File: src/rtl/imem_loader.sv
// imem_loader: receives a byte stream (LEN_LO, LEN_HI, 4*LEN data bytes, CHK)
// over a valid/ready handshake. It packs the data bytes little-endian into
// 32-bit words and writes them to the IMEM write port. The core is held in
// reset until an image has loaded and its XOR checksum has matched.
module imem_loader #(
   parameter int DEPTH  = 1024,
   parameter int ADDR_W = 10
) (
   input  logic              clk,
   input  logic              rst_n,
   input  logic              start,
   input  logic [7:0]        rx_data,
   input  logic              rx_valid,
   output logic              rx_ready,
   output logic              imem_we,
   output logic [ADDR_W-1:0] imem_addr,
   output logic [31:0]       imem_wdata,
   output logic              core_rst,
   output logic              busy,
   output logic              done,
   output logic              error,
   output logic [ADDR_W:0]   word_cnt
);

   typedef enum logic [2:0] {
      S_IDLE, S_LEN_LO, S_LEN_HI, S_DATA, S_CHECK, S_DONE, S_ERR
   } state_t;

   localparam logic [15:0] MAX_LEN = 16'(DEPTH);

   state_t              r_state;
   logic [15:0]         r_len;
   logic [1:0]          r_lane;
   logic [23:0]         r_word;       // lanes 0..2 of the word being packed
   logic [7:0]          r_chk;
   logic                r_rx_ready;
   logic                r_we;
   logic [ADDR_W-1:0]   r_addr;
   logic [31:0]         r_wdata;
   logic                r_core_rst;
   logic                r_busy;
   logic                r_done;
   logic                r_error;
   logic [ADDR_W:0]     r_word_cnt;

   logic                w_xfer;
   logic [15:0]         w_len_full;
   logic                w_len_bad;
   logic [ADDR_W:0]     w_cnt_next;

   // Handshake, full length as it is being latched, and the next word count.
   assign w_xfer     = rx_valid & r_rx_ready;
   assign w_len_full = {rx_data, r_len[7:0]};
   assign w_len_bad  = (w_len_full == 16'd0) || (w_len_full > MAX_LEN);
   assign w_cnt_next = r_word_cnt + (ADDR_W+1)'(1);

   // Session FSM; every output is registered and updated on the state edges.
   // NOTE: all state here uses non-blocking assignments so every register
   // samples pre-edge values regardless of statement order.
   always_ff @(posedge clk or negedge rst_n) begin
      if (!rst_n) begin
         r_state    <= S_IDLE;
         r_len      <= '0;
         r_lane     <= '0;
         r_word     <= '0;
         r_chk      <= '0;
         r_rx_ready <= 1'b0;
         r_we       <= 1'b0;
         r_addr     <= '0;
         r_wdata    <= '0;
         r_core_rst <= 1'b1;
         r_busy     <= 1'b0;
         r_done     <= 1'b0;
         r_error    <= 1'b0;
         r_word_cnt <= '0;
      end else begin
         r_we <= 1'b0;
         unique case (r_state)
            S_IDLE, S_DONE, S_ERR: begin
               if (start) begin
                  r_state    <= S_LEN_LO;
                  r_rx_ready <= 1'b1;
                  r_core_rst <= 1'b1;
                  r_busy     <= 1'b1;
                  r_done     <= 1'b0;
                  r_error    <= 1'b0;
                  r_word_cnt <= '0;
                  r_lane     <= '0;
                  r_chk      <= '0;
               end
            end
            S_LEN_LO: begin
               if (w_xfer) begin
                  r_len[7:0] <= rx_data;
                  r_state    <= S_LEN_HI;
               end
            end
            S_LEN_HI: begin
               if (w_xfer) begin
                  r_len[15:8] <= rx_data;
                  if (w_len_bad) begin
                     r_state    <= S_ERR;
                     r_rx_ready <= 1'b0;
                     r_busy     <= 1'b0;
                     r_error    <= 1'b1;
                  end else begin
                     r_state <= S_DATA;
                  end
               end
            end
            S_DATA: begin
               if (w_xfer) begin
                  r_chk  <= r_chk ^ rx_data;
                  r_lane <= r_lane + 2'd1;
                  unique case (r_lane)
                     2'd0: r_word[7:0]   <= rx_data;
                     2'd1: r_word[15:8]  <= rx_data;
                     2'd2: r_word[23:16] <= rx_data;
                     default: begin
                        r_we       <= 1'b1;
                        r_addr     <= r_word_cnt[ADDR_W-1:0];
                        r_wdata    <= {rx_data, r_word};
                        r_word_cnt <= w_cnt_next;
                        if (w_cnt_next == r_len[ADDR_W:0]) begin
                           r_state <= S_CHECK;
                        end
                     end
                  endcase
               end
            end
            S_CHECK: begin
               if (w_xfer) begin
                  r_rx_ready <= 1'b0;
                  r_busy     <= 1'b0;
                  if (rx_data == r_chk) begin
                     r_state    <= S_DONE;
                     r_done     <= 1'b1;
                     r_core_rst <= 1'b0;
                  end else begin
                     r_state <= S_ERR;
                     r_error <= 1'b1;
                  end
               end
            end
            default: r_state <= S_IDLE;
         endcase
      end
   end

   assign rx_ready   = r_rx_ready;
   assign imem_we    = r_we;
   assign imem_addr  = r_addr;
   assign imem_wdata = r_wdata;
   assign core_rst   = r_core_rst;
   assign busy       = r_busy;
   assign done       = r_done;
   assign error      = r_error;
   assign word_cnt   = r_word_cnt;

endmodule

File: config.mk
export PLATFORM = sky130hd
export DESIGN_NAME = imem_loader
export DESIGN_NICKNAME = d
export VERILOG_FILES = /design/src/rtl/imem_loader.sv
export SDC_FILE = /design/constraint.sdc
export NUM_CORES = 1
export LEC_CHECK = 0
export ABC_CLOCK_PERIOD_IN_PS = 2400
export CAP_MARGIN = 5
export CELL_PAD_IN_SITES_DETAIL_PLACEMENT = 0
export CELL_PAD_IN_SITES_GLOBAL_PLACEMENT = 2
export CORE_MARGIN = 3
export CORE_UTILIZATION = 30
export DETAILED_ROUTE_END_ITERATION = 8
export DONT_BUFFER_PORTS = 1
export HOLD_SLACK_MARGIN = 0.08
export PLACE_DENSITY = 0.61
export SYNTH_ARGS = -nofsm -noshare
export SYNTH_HDL_FRONTEND = slang
export SYNTH_SLANG_ARGS = --single-unit
File: constraint.sdc
create_clock -name clk -period 2.4 [get_ports clk]
set_input_delay 0.48 -clock clk [delete_from_list [all_inputs] [get_ports clk]]
set_output_delay 0.48 -clock clk [all_outputs]
set_load 0.02 [all_outputs]
Yosys cells after proc, flatten, opt, wreduce, memory -nomap -nowiden
Cells that the tools add are included.

operators by class
  eq/ne operators = 20
  bitwise gates (word level) = 3
  multiplexer cells = 40
  reductions and logical operators = 21
  order comparisons = 1
  $add $sub $neg = 2

operators with widths
  kind                                                                     number
  11-bit two-way mux                                                       3
  3-bit two-way mux                                                        8
  11-bit one-hot mux with 2 select lines                                   1
  2-bit != test (second input constant)                                    10
  16-bit by 11-bit > comparator with 1-bit output (second input constant)  1
  16-bit zero test                                                         1
  1-bit two-way mux                                                        16
  8-bit two-way mux                                                        2
  8-bit one-hot mux with 2 select lines                                    1
  3-bit one-hot mux with 5 select lines                                    1
  3-bit AND reduction                                                      5
  11-bit by 1-bit adder with 11-bit output (second input constant)         1
  11-bit == test                                                           1
  3-bit == test (second input constant)                                    3
  8-bit == test                                                            1
  4-bit AND reduction                                                      2
  8-bit bitwise XOR                                                        1
  7-bit AND reduction                                                      1
  3-bit by 2-bit == test with 1-bit output (second input constant)         2
  2-bit two-way mux                                                        3
  1-bit one-hot mux with 3 select lines                                    2
  6-bit AND reduction                                                      1
  3-bit OR reduction                                                       2
  5-bit AND reduction                                                      1
  other kinds (14)                                                         17

storage, ports and cells
  input bits = 12
  bits in registers = 106
  word-level logic and storage cells = 103

Logic depth before layout (Yosys ltp)
  depth in word-level cells = 6
  gate-level depth with buffers = 9
  mapped depth without buffers = 7

Worst setup path after synthesis
No wires, ideal clock.

  kind = input-to-reg
  start = in rx_data[1]
  end = reg r_busy, in the netlist busy
  path buffers = 1
  data required time = 2.282 ns
  arrival time = 2.169 ns
  cell stages on the path = 7
  slack = 0.113 ns
  path through = buf_6 > or4_4 > or4_1 > and3_4 > o311ai_4 > nand3_2 > a21o_1

on the way
  cells in the longest elaborated chain, start to end = 4
  elaborated cells between the ends (all ways) = 5
  those cells by class = order compare: 1; eq/ne: 1; reduce/logical: 3

RTL lines
  what                                                                                 line  text
  from (decl)                                                                          12    input logic [7:0] rx_data,
  16-bit by 11-bit > comparator with 1-bit output or 16-bit zero test (tied branches)  54    assign w_len_bad = (w_len_full == 16'd0) || (w_len_full > MAX_LEN);
  1-bit logical OR *                                                                   54
  2-bit != test (no source line) *                                                     -
  5-bit AND reduction (no source line) *                                               -
  to (signal assigned)                                                                 72    r_busy <= 1'b0;
  to (signal assigned)                                                                 84    r_busy <= 1'b1;
  to (signal assigned)                                                                 104   r_busy <= 1'b0;
  to (decl)                                                                            41    logic r_busy;

Mark *: on every way between the ends. The rest lies on a longest branch, timed or not.
A chain may end at the register's enable or synchronous reset.

Worst setup path in the final report
  start = reg r_len[5]
  end = reg r_busy, in the netlist busy

on the way
  cells in the longest elaborated chain, start to end = 4
  elaborated cells between the ends (all ways) = 5
  those cells by class = order compare: 1; eq/ne: 1; reduce/logical: 3

RTL lines
  what                                                                                 line  text
  from (decl)                                                                          32    logic [15:0] r_len;
  from (signal assigned)                                                               94    r_len[7:0] <= rx_data;
  16-bit by 11-bit > comparator with 1-bit output or 16-bit zero test (tied branches)  54
  1-bit logical OR *                                                                   54
  2-bit != test (no source line) *                                                     -
  5-bit AND reduction (no source line) *                                               -

Marks and branches as above.

==> results.cfg <==
[power_and_ir_drop]
p_comb_share_pct = 25.1
power_report.internal_total_uw = 3940
pwr-share-seq_pct = 52.0
power.ir.vdd_worst_mv = 0.481
sw_frac_of_total_pct = 36.7
share_clk_of_total_power_pct = 22.9
leakage_component_of_the_power_uw = 0.00260
total_switching_power_uw = 2290
powerDensity_nw_per_um2 = 1120

[critical_path]
r2r-end = busy$_DFFE_PN0P_
timing_worst_setup_path_type = register to register
timing.critical_path.mode_cell = or4_1
worst_path_largest_cell_delay_ps = 550
critical-path-top-delay-family = simple AND/OR/NAND/NOR gates
crit_start = r_len[5]$_DFFE_PN0P_
cp_slowest_cell = or4_1
rrSetupSlack_ps = 100
endpoint_of_the_worst_setup_timing_path = busy$_DFFE_PN0P_
path_max_fanout = 5
r2r.worst_path.cells = 6
worst-endpoint-arrival_ps = 2540
critical_path.endpoint_type = register
crit_buf_inv = 0
worstPathRequired_ps = 2640
category_of_the_worst_setup_path_launch_point = register
r2r-start = r_len[5]$_DFFE_PN0P_
worstPathCellList = or4_1, or4_1, and3_4, o311ai_4, nand3_2, a21o_1
path_depth = 6

[route]
postRouteWirelength_um = 12800
detail_route.vias_per_cell = 4.90
drt_pre_antenna_iters = 4
route.antenna.remaining_nets = 0
drt_first_iter_violations = 166
drc = 0
wire_per_inst_um = 17.5
route.vias.total = 3575

[placed_design]
routability_congestion_estimate_from_global_placement = 0.780
detailed_place_hpwl_um = 8560
io_buffers = 0
placedInstanceArea_um2 = 5280
place_ws_ps = 139

[synthesis]
syn-num-nets = 527
mappedNetlistArea_um2 = 4970
synth-seq-cells = 106
ys_seq_area_share_pct = 53.4
postSynth.topFlopCell = dfrtp_1
synth_edf_count = 0
share_of_async_settable_or_async_resettable_flops_after_synthesis_pct = 100
synth.lib_cells_used.distinct = 58
syn-instance-count = 510
postSynthAreaPerCell_um2 = 9.75
ys.warnings.count = 0

[sta]
tns_ps = 0
slew_viol_final = 0
final.setup_skew_ps = 7.34
timing.final.crit_period_ps = 2300
post-route-period-util_pct = 95.7
finalHoldWorstSlack_ps = -185
setup_repair_after_global_routing_missed_its_margin = no
tightestPinTransition_ps = 492
clock.fmax_mhz = 435
final_hold_viol_count = 105
timing.max_slew.rel_slack_pct = 67.2
setup_violations = 0
post-route-worst-setup-slack_ps = 103

[cts]
tritoncts = yes
post-cts-setup-buffer-count = 0
clock_path_buffers = 2
cts_htree_levels = 3
clock_sink_count = 106
cts.clk_slew.worst_paths_ps = 70
post_cts.resized_instances = 0
numCtsBuffers = 9
cts-root-buf = clkbuf_16
clkLatencyLatePin_ps = 350

[layout]
fill_cells = 1621
flow.area_growth_from_synthesis_pct = 11.7
multiInputGateArea_um2 = 2130
drive_gt1_share_pct = 16.7
ff_latch_area_um2 = 2650
diodes = 0
fin_area_um2 = 5550
nNetsFinal = 527

[die]
initial_core_util_pct = 31.0
design.core.area_um2 = 16100
vert_die_dim_um = 135
rows = 46
fp.dieArea_um2 = 18200
io-pin-count = 71
floorplan.die.width_um = 135

[outcome]
run_status = finished with violations
failed_checks = negative hold slack

[job]
drv.max_cap_violation_count = 0

[hold_path]
min-delay-path-class = primary input to async pin

[global_route]
largest_net_degree_at_the_start_of_global_routing = 107
overall_track_demand_over_capacity_in_global_routing_pct = 14.8
overflow = 0
grt_pass1_wl_um = 21100
first_global_vias = 3710
grt_antenna_before_repair = 0
==> layout by cell type (no fill, tap or decap), types with 4 or more instances in the layout <==
cell	instances
nand3_1	6
buf_4	25
o31ai_1	4
mux2_2	34
nand4_1	5
nor2_1	15
nand2_1	155
xor2_1	13
o21ai_0	38
ha_1	5
nand2b_1	4
clkbuf_16	9
xnor2_1	6
dfrtp_1	105
a21oi_1	8
inv_1	10
==> per-stage QoR <==
stage	util [%]	power (uW)	instances	hold WS, ps
floorplan	-	4380	510	184
global placement	32.9	4820	715	190
detailed placement	32.9	4870	715	189
CTS	34.6	6340	730	-199
global route	34.6	6690	730	-206
finish	34.6	6220	730	-185
==> state kept, by name (all words and copies together), names as in the netlist <==
name	cells
r_len	11
word_cnt	11
imem_addr	10
r_chk	8
r_state	3
r_lane	2
imem_we	1
r_word	24
core_rst	1
error	1
busy	1
imem_wdata	32
done	1
==> worst reg2reg max path: cells and delay by family (launching register included) <==
| family | cells | cell delay (ps) |
|---|---|---|
| flip-flops | 1 | 420 |
| AND/OR/NAND/NOR | 4 | 1340 |
| AO/OA/AOI/OAI | 2 | 430 |
==> Yosys cell counts (all sizes together) (3+ instances only) <==
master  instances  area share [%]
nand4           5            0.63
buf             7            0.93
xnor2           6             1.1
a21oi           8            0.81
ha              5             1.3
and3            4            0.60
xor2           13             2.3
dfrtp         105              53
o22ai           3            0.38
mux2           34             7.7
nand3           7            0.81
nand2         156              12
o31ai           4            0.60
nor3            4            0.50
a21o            3            0.45
nor2           15             1.1
inv            10            0.76
or4             4            0.68
clkbuf         29             2.2
o21ai          38             3.8
nand2b          4            0.50
or3             3            0.38
==> worst min-delay path by stage <==
stage	to	startpoint
2_1_floorplan	busy$_DFFE_PN0P_	rst_n
3_3_place_gp	imem_addr[3]$_DFFE_PN0P_	rst_n
3_5_place_dp	imem_addr[3]$_DFFE_PN0P_	rst_n
4_1_cts	imem_we$_DFF_PN0_	rst_n
5_1_grt	imem_wdata[5]$_DFFE_PN0P_	rst_n
6_report	word_cnt[0]$_DFFE_PN0P_	rst_n
==> logic make-up after synthesis <==
family                     Yosys count  share of synthesized area [%]
muxes                               35                           7.90
AOI/OAI and AO/OA                   85                           11.4
and+or+nand+nor                    214                           18.8
DFF                                106                           53.4
adders and majority gates            5                           1.26
buffers and inverters               46                           3.88
xor gates and xnor gates            19                           3.35
==> cell type report <==
class | instances | share of cell area (%)
clock buffers | 10 | 4.30
clock inverters | 5 | 0.698
inverters | 10 | 0.676
multi-input cells | 358 | 38.3
flip-flops and latches | 106 | 47.8
well taps | 216 | 4.87
repair buffers | 25 | 3.38
==> layer usage <==
layer / track usage [%] / part of all wire (%)
met3: 3.09 / 4.4
met1: 20.8 / 48
met4: 5.09 / 1.4
met2: 23.0 / 46
met5: 0 / 0
==> power by group through the flow <==
stage | Combinational, uW | Sequential, uW | Clock (uW)
3_3_place_gp | 1560 | 3260 | 0
3_5_place_dp | 1590 | 3280 | 0
4_1_cts | 1590 | 3250 | 1500
2_1_floorplan | 1200 | 3180 | 0
5_1_grt | 1780 | 3340 | 1560
6_report | 1560 | 3230 | 1430
(Power assumes the default switching activity.)
